<file path="src/rtl/wb_pkg.sv">
// Shared definitions for the register-file write-back controller.
//   XLEN_DEFAULT : default result / register data width
//   REG_AW, NREG : register address width and register count
//   wb_src_e     : which producer owns the write port in a given cycle
package wb_pkg;
  localparam int unsigned XLEN_DEFAULT = 32;
  localparam int unsigned REG_AW       = 5;
  localparam int unsigned NREG         = 32;

  typedef enum logic [1:0] {
    SRC_NONE,
    SRC_ALU,
    SRC_MEM
  } wb_src_e;
endpackage

</file>
<file path="src/rtl/wb_fifo.sv">
// Synchronous FIFO holding MEM results awaiting a write-port slot.
//   clk, reset : clock, synchronous active-high reset (discards contents)
//   push/wdata : enqueue (ignored when full)
//   pop/rdata  : dequeue (ignored when empty); rdata shows the head
//   count      : occupancy 0..DEPTH; full/empty flags
module wb_fifo #(
  parameter int unsigned DEPTH = 4,
  parameter int unsigned WIDTH = 37
) (
  input  logic                     clk,
  input  logic                     reset,
  input  logic                     push,
  input  logic [WIDTH-1:0]         wdata,
  input  logic                     pop,
  output logic [WIDTH-1:0]         rdata,
  output logic [$clog2(DEPTH):0]   count,
  output logic                     full,
  output logic                     empty
);
  localparam int unsigned AW = $clog2(DEPTH);

  logic [WIDTH-1:0] mem [DEPTH];
  logic [AW-1:0]    wptr, rptr;
  logic             do_push, do_pop;

  assign full    = (count == (AW+1)'(DEPTH));
  assign empty   = (count == '0);
  assign do_push = push && !full;
  assign do_pop  = pop && !empty;
  assign rdata   = mem[rptr];

  always_ff @(posedge clk) begin
    if (do_push) mem[wptr] <= wdata;
  end

  always_ff @(posedge clk) begin
    if (reset) begin
      wptr  <= '0;
      rptr  <= '0;
      count <= '0;
    end else begin
      if (do_push) wptr <= wptr + AW'(1);
      if (do_pop)  rptr <= rptr + AW'(1);
      case ({do_push, do_pop})
        2'b10:   count <= count + (AW+1)'(1);
        2'b01:   count <= count - (AW+1)'(1);
        default: count <= count;
      endcase
    end
  end
endmodule

</file>
<file path="src/rtl/regfile_wb_ctrl.sv">
// Write-side controller for the CPU register file; sole owner of rf_we/rf_rd/rf_wd.
// Merges single-cycle ALU results (priority, bounded by a starvation limit) with
// queued MEM results, registers the winning write, and keeps a per-register busy
// scoreboard for decode hazard stalls.
// Ports:
//   clk, reset            : clock, synchronous active-high reset
//   issue_valid/issue_rd  : destination of an issued instruction (sets busy)
//   alu_valid/ready/rd/data : ALU result handshake (ready = ALU selected)
//   mem_valid/ready/rd/data : MEM result handshake into the queue (ready = !full)
//   rf_we/rf_rd/rf_wd     : registered regfile write port
//   rs1/rs2, rs1_busy/rs2_busy : decode operands and their pending-write flags
//   mq_count              : MEM queue occupancy
// Optional feature macro WB_BYPASS_EN adds rsN_fwd_hit/rsN_fwd_data, forwarding
// the write-port data to decode during the commit cycle.
module regfile_wb_ctrl
  import wb_pkg::*;
#(
  parameter int unsigned XLEN       = XLEN_DEFAULT,
  parameter int unsigned MQ_DEPTH   = 4,
  parameter int unsigned STARVE_LIM = 3
) (
  input  logic                      clk,
  input  logic                      reset,
  input  logic                      issue_valid,
  input  logic [REG_AW-1:0]         issue_rd,
  input  logic                      alu_valid,
  output logic                      alu_ready,
  input  logic [REG_AW-1:0]         alu_rd,
  input  logic [XLEN-1:0]           alu_data,
  input  logic                      mem_valid,
  output logic                      mem_ready,
  input  logic [REG_AW-1:0]         mem_rd,
  input  logic [XLEN-1:0]           mem_data,
  output logic                      rf_we,
  output logic [REG_AW-1:0]         rf_rd,
  output logic [XLEN-1:0]           rf_wd,
  input  logic [REG_AW-1:0]         rs1,
  input  logic [REG_AW-1:0]         rs2,
  output logic                      rs1_busy,
  output logic                      rs2_busy,
  output logic [$clog2(MQ_DEPTH):0] mq_count
`ifdef WB_BYPASS_EN
  ,
  output logic                      rs1_fwd_hit,
  output logic [XLEN-1:0]           rs1_fwd_data,
  output logic                      rs2_fwd_hit,
  output logic [XLEN-1:0]           rs2_fwd_data
`endif
);
  localparam int unsigned SW = $clog2(STARVE_LIM + 1);

  logic                     mq_full, mq_empty, mq_pop, mq_push;
  logic [REG_AW+XLEN-1:0]   mq_head;
  logic [SW-1:0]            starve_cnt;
  wb_src_e                  sel;
  logic                     sel_we;
  logic [REG_AW-1:0]        sel_rd;
  logic [XLEN-1:0]          sel_data;
  logic [NREG-1:0]          busy, busy_nxt;

  assign mem_ready = !mq_full;
  assign mq_push   = mem_valid && !mq_full;

  wb_fifo #(
    .DEPTH (MQ_DEPTH),
    .WIDTH (REG_AW + XLEN)
  ) u_mq (
    .clk   (clk),
    .reset (reset),
    .push  (mq_push),
    .wdata ({mem_rd, mem_data}),
    .pop   (mq_pop),
    .rdata (mq_head),
    .count (mq_count),
    .full  (mq_full),
    .empty (mq_empty)
  );

  always_comb begin
    sel      = SRC_NONE;
    sel_rd   = '0;
    sel_data = '0;
    if (alu_valid && (mq_empty || starve_cnt < SW'(STARVE_LIM))) begin
      sel      = SRC_ALU;
      sel_rd   = alu_rd;
      sel_data = alu_data;
    end else if (!mq_empty) begin
      sel      = SRC_MEM;
      sel_rd   = mq_head[XLEN +: REG_AW];
      sel_data = mq_head[XLEN-1:0];
    end
    // x0 results are consumed like any other but never reach the write port.
    sel_we    = (sel != SRC_NONE) && (sel_rd != '0);
    alu_ready = (sel == SRC_ALU);
    mq_pop    = (sel == SRC_MEM);
  end

  always_ff @(posedge clk) begin
    if (reset) begin
      rf_we      <= 1'b0;
      rf_rd      <= '0;
      rf_wd      <= '0;
      starve_cnt <= '0;
    end else begin
      rf_we <= sel_we;
      if (sel != SRC_NONE) begin
        rf_rd <= sel_rd;
        rf_wd <= sel_data;
      end
      if (mq_pop || mq_empty)  starve_cnt <= '0;
      else if (sel == SRC_ALU) starve_cnt <= starve_cnt + SW'(1);
    end
  end

  // Commit clears, then a same-cycle issue re-sets: set wins.
  always_comb begin
    busy_nxt = busy;
    if (rf_we)       busy_nxt[rf_rd]    = 1'b0;
    if (issue_valid) busy_nxt[issue_rd] = 1'b1;
    busy_nxt[0] = 1'b0;
  end

  always_ff @(posedge clk) begin
    if (reset) busy <= '0;
    else       busy <= busy_nxt;
  end

`ifdef WB_BYPASS_EN
  // reissued[r]: an issue to r arrived at or after the cycle r's in-flight
  // result was selected, so that younger write is still outstanding when the
  // forwarded value commits and must keep the stall.
  logic [NREG-1:0] reissued, reissued_nxt;

  always_comb begin
    reissued_nxt = reissued;
    if (sel_we)      reissued_nxt[sel_rd]   = 1'b0;
    if (issue_valid) reissued_nxt[issue_rd] = 1'b1;
    reissued_nxt[0] = 1'b0;
  end

  always_ff @(posedge clk) begin
    if (reset) reissued <= '0;
    else       reissued <= reissued_nxt;
  end

  assign rs1_fwd_hit  = rf_we && (rf_rd == rs1) && (rs1 != '0);
  assign rs2_fwd_hit  = rf_we && (rf_rd == rs2) && (rs2 != '0);
  assign rs1_fwd_data = rf_wd;
  assign rs2_fwd_data = rf_wd;
  assign rs1_busy = rs1_fwd_hit ? (busy[rs1] && reissued[rs1]) : busy[rs1];
  assign rs2_busy = rs2_fwd_hit ? (busy[rs2] && reissued[rs2]) : busy[rs2];
`else
  assign rs1_busy = busy[rs1];
  assign rs2_busy = busy[rs2];
`endif
endmodule

</file>
<file path="config.mk">
export PLATFORM = sky130hd
export DESIGN_NAME = regfile_wb_ctrl
export DESIGN_NICKNAME = d
export VERILOG_FILES = /design/src/rtl/wb_pkg.sv /design/src/rtl/wb_fifo.sv /design/src/rtl/regfile_wb_ctrl.sv
export SDC_FILE = /design/constraint.sdc
export NUM_CORES = 1
export LEC_CHECK = 0
export CORE_ASPECT_RATIO = 1.5
export CORE_MARGIN = 3
export CORE_UTILIZATION = 50
export DETAILED_ROUTE_END_ITERATION = 16
export PLACE_DENSITY = 0.86
export SETUP_SLACK_MARGIN = 0.1
export SLEW_MARGIN = 20
export SYNTH_ARGS = -nofsm -noshare
export SYNTH_HDL_FRONTEND = slang
export SYNTH_SLANG_ARGS = --single-unit
</file>
<file path="constraint.sdc">
create_clock -name clk -period 5.7 [get_ports clk]
set_input_delay 1.14 -clock clk [delete_from_list [all_inputs] [get_ports clk]]
set_output_delay 1.14 -clock clk [all_outputs]
set_load 0.02 [all_outputs]
</file>
==> impl_results.md <==
- WS Path Type: in2out
- CTS tree: yes
- Grt met1 use: roughly a quarter
- Final setup viols: 0
- Max Fanout on Critical Path: 8
- Total Wirelength: about 22000 um
- Clock share of power: between 20% and 30%
- Worst r2r dst: rf_we
- DIE HEIGHT: 171 um
- Slew @ Worst Pin: roughly 1000 ps
- Synthesized instance count: about 620
- Placed insts: approximately 940
- Critical path, cell by cell: clkdlybuf4s50_1, mux4_2, mux4_2, mux2_2, clkdlybuf4s50_1
- Grt met2 use: between 30% and 40%
- Clk slew on worst S/H paths: approximately 60 ps
- 1st-iter DRT viols: around 520
- Register area share after synthesis: between 60% and 70%
- First-pass GRT wire length: around 33000 um
- Crit-path slowest cell: clkdlybuf4s50_1
- Pre-CTS setup slack: roughly 750 ps
- RSZ-0062 raised after global routing: false
- Die ar.: 0.0198 mm2
- Final WS setup: about 770 ps
- Clk root buf: clkbuf_16
- Core area: about 0.018 mm2
- #FFs+latches synth: about 230
- R2R cell count: 5
- Worst path arrival time: ~3800 ps
- Ys flop type: edfxtp_1
- Syn nets: approximately 720
- Commonest non-fill, non-tap cell in the layout: edfxtp_1
- LEAKAGE: about 3.8 nW
- Hold Fails Final Rpt: 0
- Post-CTS Setup Inserts: 0
- Post-DP HPWL: 14600 um
- Fin crit period: 4930 ps
- Total GRT Usage: between 20% and 30%
- NumNets Final: between 800 and 900
- Final core area utilization: 64.1%
- Setup Total Neg Slack: 0 ps
- Cell-internal power: between 3 and 4 mW
- Yosys warnings: 0
- Clk_skew: approximately 16 ps
- Sw Share: between 20% and 30%
- Clk_lat worst skew: just under 500 ps
- Max clock buf depth: 3
- Rows: a little under 60
- Peak Freq: roughly 200 MHz
- IO Port Bufs: approximately 140
- Post-CTS sizing: 0
- Register-to-Register Setup Slack: 2830 ps
- NetSw: approximately 1.3 mW
- Max-slew violation total from the final report: 0
- Sink Count: approximately 230
- Initial core utilization: 51.5%
- Drt via density: 6.09
- Post-route ant nets: 0
- Syn avg cell area: around 15 um2
- Most frequent cells in the layout: 148 x edfxtp_1, 137 x clkdlybuf4s50_1, 78 x dfxtp_1
- Via count: 5923
- Type of origin of the critical path: input port
- WHS Path Cells: 1
- CTS Buf Count: 21
- IR Drop Worst-Case VDD: ~290 uV
- Die W: roughly 120 um
- Post-synth cell types: 37
- Fraction of registers with async set/reset: 0%
- Grt met3 use: between 4 and 5%
- Share of cells above drive strength 1: 13.3%
- Flop pwr share: between 40% and 50%
- Cts hold-fix bufs: 0
- EDFF count, synth: between 100 and 150
- GP Congestion: between 0.8 and 0.9
- Final period utilization: roughly 87%
- Relative slew margins: 33.6%
- DRT Pass-1 Iters: 6
- Fin Hold WS: roughly 440 ps
- Synthesized cell area: 0.00905 mm2
- CTS H-tree depth: 1
- Data required, critical path: between 4000 and 5000 ps
- Antenna cells: 0
- Hold path endpoint: starve_cnt[0]
- Pwr dens: approximately 410 mW/mm2
- Critical Path Max Stage Delay: approximately 800 ps
- I/O Pins: between 100 and 150
- HP Start: starve_cnt[0]
- Number of global-route vias before repair: 6200
- Busiest grt layer: met2
- Largest net degree at the start of global routing: 80
- Initial antenna violation count: 0
- CP endpoint kind: primary output
- Total of max-cap violations: 0
- GRT overflow: 0
- Worst min path class: reg2reg
- Status: finished clean
- WL/cell: around 22 um
- Area growth, synth to finish: 24.4%
- Combinational share of power: 24.4%
- DRC Markers: 0
- Non-filler instance count after layout: 972
[critical path, delay by kind of cell]
| family | cells | cell delay (ps) |
|---|---|---|
| buffers and inverters | 2 | 1330 |
| multiplexers | 3 | 1320 |
[kinds of logic (layout without fill, tap and decap cells)]
logic type	count (synthesis)	count (layout)	share of synthesized area, %
buffers and inverters	46	189	2.02
AND/OR/NAND/NOR	161	161	8.55
AO/OA/AOI/OAI	108	108	6.74
adder cells (fa/ha/maj)	7	7	1.05
multiplexers	61	61	14.4
XOR/XNOR	5	5	0.484
flip-flops	228	228	66.8
[per-layer routing]
layer / wire, um / part of all wire [%] / up-vias
li1: - / - / 2645
met1: 7990 / 37 / 2954
met2: 11500 / 53 / 269
met3: 1550 / 7.1 / 55
met4: 670 / 3.1 / 0
met5: 0 / 0 / -
[state kept, by name (all words and copies together), names as in the netlist, named ones only]
signal and count:
busy 31, starve_cnt 2, rf_we 1, u_mq.wptr 2, u_mq.count 3, u_mq.mem 148, u_mq.rptr 2, rf_wd 32
rf_rd 5
[worst max-delay path by stage]
stage | to | cells after the start | start
2_1_floorplan | rs1_busy | 4 | rs1[0]
3_3_place_gp | rs2_busy | 5 | rs2[0]
4_1_cts | rs2_busy | 5 | rs2[0]
3_5_place_dp | rs2_busy | 5 | rs2[0]
5_1_grt | rs2_busy | 5 | rs2[0]
6_report | rs2_busy | 5 | rs2[0]
[cell usage after synthesis (2+ instances only)]
| cell type | count | area, um2 |
|---|---|---|
| xnor2_1 | 2 | 17.5 |
| nor2_1 | 48 | 180 |
| a21oi_1 | 35 | 175 |
| nand2_1 | 41 | 154 |
| ha_1 | 6 | 75.1 |
| inv_1 | 9 | 33.8 |
| a2111oi_0 | 2 | 17.5 |
| dfxtp_1 | 80 | 1600 |
| o22ai_1 | 32 | 200 |
| mux2i_1 | 4 | 40.0 |
| and3b_1 | 3 | 26.3 |
| and3_1 | 10 | 62.6 |
| a221oi_1 | 2 | 17.5 |
| buf_2 | 8 | 40.0 |
| a211oi_1 | 2 | 15.0 |
| mux2_2 | 2 | 22.5 |
| nand3b_1 | 5 | 37.5 |
| xor2_1 | 3 | 26.3 |
| mux4_2 | 55 | 1240 |
| or3b_2 | 2 | 17.5 |
| nor3b_1 | 6 | 45.0 |
| buf_1 | 3 | 11.3 |
| clkbuf_1 | 26 | 97.6 |
| or3_1 | 3 | 18.8 |
| nor3_1 | 33 | 165 |
| nand3_1 | 3 | 15.0 |
| edfxtp_1 | 148 | 4440 |
| o21ai_0 | 32 | 160 |
| nand2b_1 | 3 | 18.8 |
[layout make-up]
| type | count | area [um2] |
|---|---|---|
| Tap cell | 213 | 267 |
| Clock buffer | 26 | 554 |
| Fill cell | 1210 | 6310 |
| Sequential cell | 228 | 6050 |
| Multi-Input combinational cell | 342 | 2840 |
| Inverter | 9 | 33.8 |
| Timing Repair Buffer | 143 | 1410 |
| Clock inverter | 11 | 106 |
[through the flow]
| step | area, um2 | power (mW) |
|---|---|---|
| detailed placement | 10600 | 3.31 |
| floorplan | 9050 | 2.85 |
| global placement | 10600 | 3.25 |
| global route | 11300 | 4.83 |
| CTS | 11300 | 4.67 |
| finish | 11300 | 4.63 |
[power groups by stage]
stage / logic (mW) / clock network, mW / registers, mW
3_3_place_gp: 1.09 / 0 / 2.16
4_1_cts: 1.14 / 1.38 / 2.15
6_report: 1.13 / 1.36 / 2.14
3_5_place_dp: 1.13 / 0 / 2.18
2_1_floorplan: 0.666 / 0 / 2.18
5_1_grt: 1.22 / 1.44 / 2.17
Note: power is estimated with default switching activity, not from simulation.
